$ cat config.mk
export PLATFORM = sky130hd
export DESIGN_NAME = mem_access_unit
export DESIGN_NICKNAME = d
export VERILOG_FILES = /design/src/rtl/mem_access_unit_pkg.sv /design/src/rtl/load_store_align.sv /design/src/rtl/mem_access_unit.sv
export SDC_FILE = /design/constraint.sdc
export NUM_CORES = 1
export LEC_CHECK = 0
export CAP_MARGIN = 30
export CELL_PAD_IN_SITES_DETAIL_PLACEMENT = 1
export CELL_PAD_IN_SITES_GLOBAL_PLACEMENT = 1
export CORE_AREA = 2 2 159 130
export DETAILED_ROUTE_END_ITERATION = 10
export DIE_AREA = 0 0 161 132
export PLACE_DENSITY_LB_ADDON = 0.1
export SKIP_LAST_GASP = 1
export SLEW_MARGIN = 30
export SYNTH_ARGS = -nofsm -noshare
export SYNTH_HDL_FRONTEND = slang
export SYNTH_SLANG_ARGS = --single-unit
$ cat constraint.sdc
create_clock -name clk -period 2.55 [get_ports clk]
set_input_delay 0.6375 -clock clk [delete_from_list [all_inputs] [get_ports clk]]
set_output_delay 0.6375 -clock clk [all_outputs]
set_load 0.005 [all_outputs]
$ cat src/rtl/mem_access_unit_pkg.sv
// mem_access_unit_pkg: shared encodings for the MEM-stage access unit
package mem_access_unit_pkg;
    localparam logic [1:0] RS_ALU  = 2'b00;
    localparam logic [1:0] RS_LOAD = 2'b01;
    localparam logic [1:0] RS_PC4  = 2'b10;
    localparam logic [2:0] F3_B  = 3'b000;
    localparam logic [2:0] F3_H  = 3'b001;
    localparam logic [2:0] F3_W  = 3'b010;
    localparam logic [2:0] F3_BU = 3'b100;
    localparam logic [2:0] F3_HU = 3'b101;
    typedef enum logic {S_IDLE, S_WAIT} state_t;
endpackage

$ cat src/rtl/load_store_align.sv
// load_store_align: byte enables, store lane replication, misalignment and load extension
module load_store_align
    import mem_access_unit_pkg::*;
(
    input  logic [2:0]  funct3,
    input  logic [1:0]  addr,
    input  logic        memop,
    input  logic [31:0] wdata_in,
    input  logic [31:0] rdata,
    output logic [3:0]  be,
    output logic [31:0] wdata,
    output logic        misaligned,
    output logic [31:0] load_data
);
    logic [31:0] shifted;
    always_comb begin
        shifted    = rdata >> {addr, 3'b000};
        be         = 4'b0000;
        wdata      = wdata_in;
        misaligned = memop;
        load_data  = rdata;
        case (funct3)
            F3_B, F3_BU: begin
                be         = 4'b0001 << addr;
                wdata      = {4{wdata_in[7:0]}};
                misaligned = 1'b0;
                load_data  = funct3[2] ? {24'b0, shifted[7:0]} : {{24{shifted[7]}}, shifted[7:0]};
            end
            F3_H, F3_HU: begin
                be         = 4'b0011 << addr;
                wdata      = {2{wdata_in[15:0]}};
                misaligned = memop & addr[0];
                load_data  = funct3[2] ? {16'b0, shifted[15:0]} : {{16{shifted[15]}}, shifted[15:0]};
            end
            F3_W: begin
                be         = 4'b1111;
                misaligned = memop & (|addr);
            end
            default: ;
        endcase
    end
endmodule

$ cat src/rtl/mem_access_unit.sv
// mem_access_unit: MEM stage issuing loads/stores over valid/ready with stall, timeout and MEM/WB register
module mem_access_unit
    import mem_access_unit_pkg::*;
#(
    parameter int TIMEOUT = 16,
    parameter int CNT_W   = 5
) (
    input  logic        clk,
    input  logic        reset,
    input  logic        RegWriteM,
    input  logic [1:0]  ResultSrcM,
    input  logic        MemWriteM,
    input  logic [2:0]  funct3M,
    input  logic [31:0] ALU_outM,
    input  logic [31:0] WriteDataM,
    input  logic [4:0]  write_addrM,
    input  logic [31:0] PC_plus4M,
    output logic        dmem_req,
    output logic        dmem_we,
    output logic [31:0] dmem_addr,
    output logic [3:0]  dmem_be,
    output logic [31:0] dmem_wdata,
    input  logic        dmem_ready,
    input  logic [31:0] dmem_rdata,
    output logic        stallM,
    output logic        RegWriteW,
    output logic [1:0]  ResultSrcW,
    output logic [31:0] ALU_outW,
    output logic [31:0] ReadDataW,
    output logic [4:0]  write_addrW,
    output logic [31:0] PC_plus4W,
    output logic        mem_errW
);
    state_t state, state_n;
    logic [CNT_W-1:0] cnt, cnt_n;
    logic memop, misaligned, timeout, err;
    logic [3:0] be;
    logic [31:0] wdata, load_data;

    load_store_align u_align (
        .funct3    (funct3M),
        .addr      (ALU_outM[1:0]),
        .memop     (memop),
        .wdata_in  (WriteDataM),
        .rdata     (dmem_rdata),
        .be        (be),
        .wdata     (wdata),
        .misaligned(misaligned),
        .load_data (load_data)
    );

    assign memop   = MemWriteM | (ResultSrcM == RS_LOAD);
    assign timeout = (state == S_WAIT) && (cnt == CNT_W'(TIMEOUT));
    assign err     = misaligned | timeout;
    // gating with reset keeps the bus quiet while reset is held, even mid-access
    assign dmem_req   = reset & memop & ~misaligned & ~timeout;
    assign dmem_we    = dmem_req & MemWriteM;
    assign dmem_addr  = dmem_req ? {ALU_outM[31:2], 2'b00} : 32'b0;
    assign dmem_be    = dmem_req ? be : 4'b0;
    assign dmem_wdata = dmem_req ? wdata : 32'b0;
    assign stallM     = dmem_req & ~dmem_ready;

    always_comb begin
        state_n = state;
        cnt_n   = cnt;
        if (state == S_IDLE) begin
            if (stallM) begin
                state_n = S_WAIT;
                cnt_n   = CNT_W'(1);
            end
        end else if (dmem_ready | timeout) begin
            state_n = S_IDLE;
            cnt_n   = '0;
        end else begin
            cnt_n = cnt + 1'b1;
        end
    end

    always_ff @(negedge clk or negedge reset) begin
        if (!reset) begin
            state       <= S_IDLE;
            cnt         <= '0;
            RegWriteW   <= 1'b0;
            ResultSrcW  <= '0;
            ALU_outW    <= '0;
            ReadDataW   <= '0;
            write_addrW <= '0;
            PC_plus4W   <= '0;
            mem_errW    <= 1'b0;
        end else begin
            state       <= state_n;
            cnt         <= cnt_n;
            RegWriteW   <= RegWriteM & ~stallM & ~err;
            ResultSrcW  <= stallM ? 2'b0 : ResultSrcM;
            ALU_outW    <= stallM ? 32'b0 : ALU_outM;
            ReadDataW   <= (dmem_req & dmem_ready & ~MemWriteM) ? load_data : 32'b0;
            write_addrW <= stallM ? 5'b0 : write_addrM;
            PC_plus4W   <= stallM ? 32'b0 : PC_plus4M;
            mem_errW    <= err;
        end
    end
endmodule
Yosys cells after proc, flatten, opt, wreduce, memory -nomap -nowiden

Index checks and enable logic that the tools add are counted.

Bits in latches: 0
Bits in writable memories: 0
Flip-flop bits (word level): 111
Memories kept: 0
Input port bits: 143
Word-level logic and storage cells: 65
Output and inout port bits: 176
ROM bits: 0

Divide/modulo/power cells: 0
Bitwise gates (word level): 20
Reduce and logical (&&, ||, !) cells: 6
Multiplexer cells: 20
$add $sub $neg: 1
Multipliers: 0
Magnitude comparators: 0
Shifts and indexed selects: 3
Equal/unequal tests: 6

Operators by type and width:

| kind                  | number |
|---|---|
| $mux W32              | 7 |
| $pmux W32 S2          | 2 |
| $shr A32 B5 Y16       | 1 |
| $mux W5               | 4 |
| $pmux W4 S3           | 1 |
| $and A1 B1 Y1         | 11 |
| $eq A3 B3 Y1 const B  | 2 |
| $not A1 Y1            | 6 |
| $reduce_or A2 Y1      | 3 |
| $add A5 B1 Y5 const B | 1 |
| $eq A5 B5 Y1 const B  | 1 |
| $mux W4               | 1 |
| $shl A1 B2 Y4 const A | 1 |
| $shl A2 B2 Y4 const A | 1 |
| $eq A3 B1 Y1 const B  | 1 |
| $eq A3 B2 Y1 const B  | 1 |
| $logic_not A3 Y1      | 1 |
| $mux W1               | 3 |
| $or A1 B1 Y1          | 3 |
| $pmux W1 S3           | 1 |
| $eq A2 B1 Y1 const B  | 1 |
| $mux W2               | 1 |
| $reduce_bool A2 Y1    | 1 |
| $logic_and A1 B1 Y1   | 1 |

Longest topological paths before layout

Depth in word-level cells: 11
Depth in mapped cells: 8
Depth with buffers taken out: 7

By module

From an unflattened synthesis, not the netlist that was laid out.

Cell total of the unflattened synthesis: 540
Area, all modules: 5565.3 um^2

Modules (own cells, without submodules):

| module           | area an instance (um^2) | instances | seq. area each (um^2) | cells each |
|---|---|---|---|---|
| mem_access_unit  | 4237.8                  | 1         | 2777.7                | 335 |
| load_store_align | 1327.5                  | 1         | 0.0                   | 205 |

==> impl_metrics.py <==
metrics = {
    "synth": {
        "yosysSeqAreaShare_pct": 53.2,
        "synthFlopType": "dfrtn_1",
        "syn_area_mm2": 0.00522,
        "async_reset_ff_share_pct": 100,
        "yosysUniqueCellTypes": 37,
        "synth_edf_count": 0,
        "syn_inst": 506,
        "synth_warnings": 0,
        "synth_seq_cells": 111,
        "synth_area_per_cell_um2": 10.3,
    },
    "sta": {
        "slew_violations": 0,
        "setup_tns_ns": -174.20,
        "clock_skew_ns": 0.00849,
        "tightest_slew_ns": 0.741,
        "fin_hold_ws_ns": 0.593,
        "hold_violations": 0,
        "slew_headroom_pct": 50.6,
        "setup_ws_ns": -1.59,
        "finalSetupViolations": 284,
        "rsz0062_at_grt": "true",
    },
    "place": {
        "numPortBuffers": 316,
        "gp_congestion": 0.782,
        "place_inst": 1109,
        "place_hpwl_mm": 15.9,
    },
    "cts": {
        "clock_latency_ns": 0.35,
        "htree_num_levels": 3,
        "path_clk_slew_ns": 0.05,
        "root_buffer": "clkbuf_16",
        "cts_sinks": 111,
        "ctsHoldBuffers": 0,
        "cts_buffer_depth": 2,
        "tritoncts": "done",
        "cts_buffers": 9,
    },
    "final_layout": {
        "regArea_mm2": 0.00278,
        "utilization_pct": 53.4,
        "multiInputGateArea_mm2": 0.00302,
        "layoutNonFillerInstCount": 1181,
        "post_route_cells_drive_above_1_share_pct": 52.1,
        "fillers": 2119,
        "syn_to_final_growth_pct": 99.9,
        "antenna_cells": 0,
        "num-nets-final": 1057,
    },
    "power_and_ir_drop": {
        "p_sw_mw": 1.32,
        "pwr-share-clk_pct": 31.2,
        "powerDensity_mw_per_mm2": 442,
        "seqPwrFrac_pct": 41.2,
        "p_sw_share_pct": 28.7,
        "leakagePower_nw": 4.94,
        "combPwrFrac_pct": 27.6,
        "peakVddDrop_mv": 0.312,
        "p_int_mw": 3.29,
        "p_total_mw": 4.61,
    },
    "route": {
        "wl_per_cell_um": 20.6,
        "drc_errors": 0,
        "firstDrtPassIters": 6,
        "viasPerCell": 4.50,
        "drt_iter0_drc": 165,
        "vias": 5311,
        "drtAntennaViolNets": 0,
        "wirelength_mm": 24.3,
    },
    "floorplanning": {
        "std_cell_rows": 46,
        "die-area_mm2": 0.0213,
        "initial_core_util_pct": 26.7,
        "io_pins": 319,
        "die_w_um": 161,
        "core_area_mm2": 0.0196,
        "chipHeight_um": 132,
    },
    "job": {
        "drv_cap": 0,
    },
    "setup_path": {
        "r2r_start": "cnt[1]",
        "cp_data_required_time_ns": 1.91,
        "r2r_end": "ReadDataW[13]",
        "reg2reg_depth": 9,
        "crit_slowest_cell": "dfrtn_1",
        "r2r_slack_ns": 0.59,
        "critPathBufInv": 7,
        "crit_type": "register to primary output",
        "cp-start-kind": "register",
        "cpMostUsedCell": "buf_12",
        "crit_arrival_ns": 3.50,
        "crit_fanout": 5,
        "cp-startpoint": "cnt[1]",
        "path_cells": "inv_2, ha_4, nand2_4, nor3_4, or3_4, buf_12, clkinv_8, buf_12, buf_16, buf_8, and2_4, buf_6",
        "crit_end": "dmem_addr[20]",
        "critPathMaxStageDelay_ns": 0.43,
        "cp.depth": 12,
        "cpLargestDelayFamily": "buffers and inverters",
        "critPathCaptureType": "primary output",
    },
    "grt": {
        "antenna_found_initial": 0,
        "grt_pass1_vias": 5863,
        "grtUsageTotal_pct": 22.3,
        "grt_max_degree": 59,
        "grt_overflow": 0,
        "grt_pass1_wl_mm": 36.2,
    },
    "run_status": {
        "violations": "negative setup slack",
        "outcome": "finished with violations",
    },
    "worst_hold_path": {
        "hold_class": "register to register",
    },
}
-- cell usage after synthesis (2+ instances only) --
cell       instances  area (um^2)
clkbuf_1          21         78.8
buf_2              8         40.0
or3_1              3         18.8
and2_1            43          269
o31ai_1            2         15.0
inv_1             10         37.5
mux2i_1           25          250
a221oi_1           2         17.5
buf_6              4         45.0
ha_1               2         25.0
nor3_1             9         45.0
buf_1              3         11.3
nor3_2            15          150
nand2_1           22         82.6
or2_2              3         18.8
nor2_1            34          128
a21oi_1           35          175
nor2_2             2         12.5
o21ai_0           17         85.1
buf_4              2         15.0
o2bb2ai_1         13          114
nand3_1            2         10.0
nand2b_1           9         56.3
dfrtn_1          111         2780
nor2b_1           97          607
-- worst min path at each step --
| stage | from | end | slack, ns | cells after the start |
|---|---|---|---|---|
| 6_report | cnt[1] | cnt[1] | 0.59 | 4 |
| 5_1_grt | cnt[1] | cnt[1] | 0.61 | 4 |
| 4_1_cts | cnt[1] | cnt[1] | 0.59 | 4 |
| 3_5_place_dp | cnt[0] | cnt[0] | 0.59 | 3 |
| 3_3_place_gp | cnt[0] | cnt[1] | 0.56 | 4 |
| 2_1_floorplan | cnt[0] | cnt[0] | 0.48 | 2 |
-- registers in the layout, indices dropped and copies added (netlist names) --
| register | count |
|---|---|
| mem_errW | 1 |
| PC_plus4W | 32 |
| ALU_outW | 32 |
| ResultSrcW | 2 |
| cnt | 5 |
| ReadDataW | 32 |
| RegWriteW | 1 |
| write_addrW | 5 |
| state | 1 |
-- cells by family after synthesis --
| group | count (synthesis) | synth area share [%] |
|---|---|---|
| buffers and inverters | 49 | 4.74 |
| multiplexers | 26 | 5.22 |
| AND/OR/NAND/NOR | 241 | 27.0 |
| AO/OA/AOI/OAI | 76 | 9.27 |
| other | 1 | 0.0718 |
| adder cells (fa/ha/maj) | 2 | 0.479 |
| flip-flops | 111 | 53.2 |
-- routing by layer --
metal | part of all wire, % | GRT usage, %
met5 | 0 | 0
met4 | 1.1 | 5.31
met3 | 6.6 | 6.35
met2 | 51 | 39.4
met1 | 41 | 26.9
-- final cells by class --
class,instances,share of cell area (%)
Clock inverter,7,0.743
Multi-Input combinational cell,347,29.0
Tap cell,264,3.16
Timing Repair Buffer,433,37.9
Inverter,10,0.479
Sequential cell,111,26.6
Clock buffer,9,2.16
-- power by group through the flow --
stage	registers (mW)	clock network, mW	logic (mW)
floorplan	1.95	0	0.355
global placement	1.93	0	1.03
detailed placement	1.94	0	1.05
CTS	1.90	1.48	1.20
global route	1.91	1.55	1.36
finish	1.90	1.44	1.27
-- worst register-to-register path, stage by stage (launching register included) --
cell,delay [ns]
dfrtn_1,0.43
inv_2,0.06
ha_4,0.16
nand2_4,0.06
nor3_4,0.04
buf_4,0.15
buf_4,0.14
or4_4,0.55
buf_12,0.21
a221oi_2,0.18
-- through the flow --
stage | setup WS [ns] | area [um^2]
final | -1.59 | 10400
after global routing | -1.66 | 10400
after CTS | -1.62 | 10100
after detailed placement | -1.43 | 9160
after global placement | -1.36 | 9160
after floorplan | -0.832 | 5480
-- what timing repair did --
action	CTS	global route
endpoints found under the setup margin	285	284
pin swaps	44	29
setup buffers	38	20
resized for setup	901	121
cloned	19	0
-- cell usage in the layout (no fill, tap or decap), types with 9 or more instances in the layout --
cell,count
dfrtn_1,111
o2bb2ai_1,12
nor2_2,14
clkdlybuf4s50_1,128
and2_4,34
mux2i_1,25
nor2b_4,35
and2_1,9
buf_4,71
buf_16,11
nor3_4,22
a21oi_1,10
buf_8,11
o21ai_0,16
buf_2,132
nor2b_1,61
nor2_1,16
nand2b_1,9
clkbuf_16,9
buf_12,14
a21oi_2,18
buf_6,61
nand2_1,21
No activity file was read; power rests on OpenSTA's default activity.
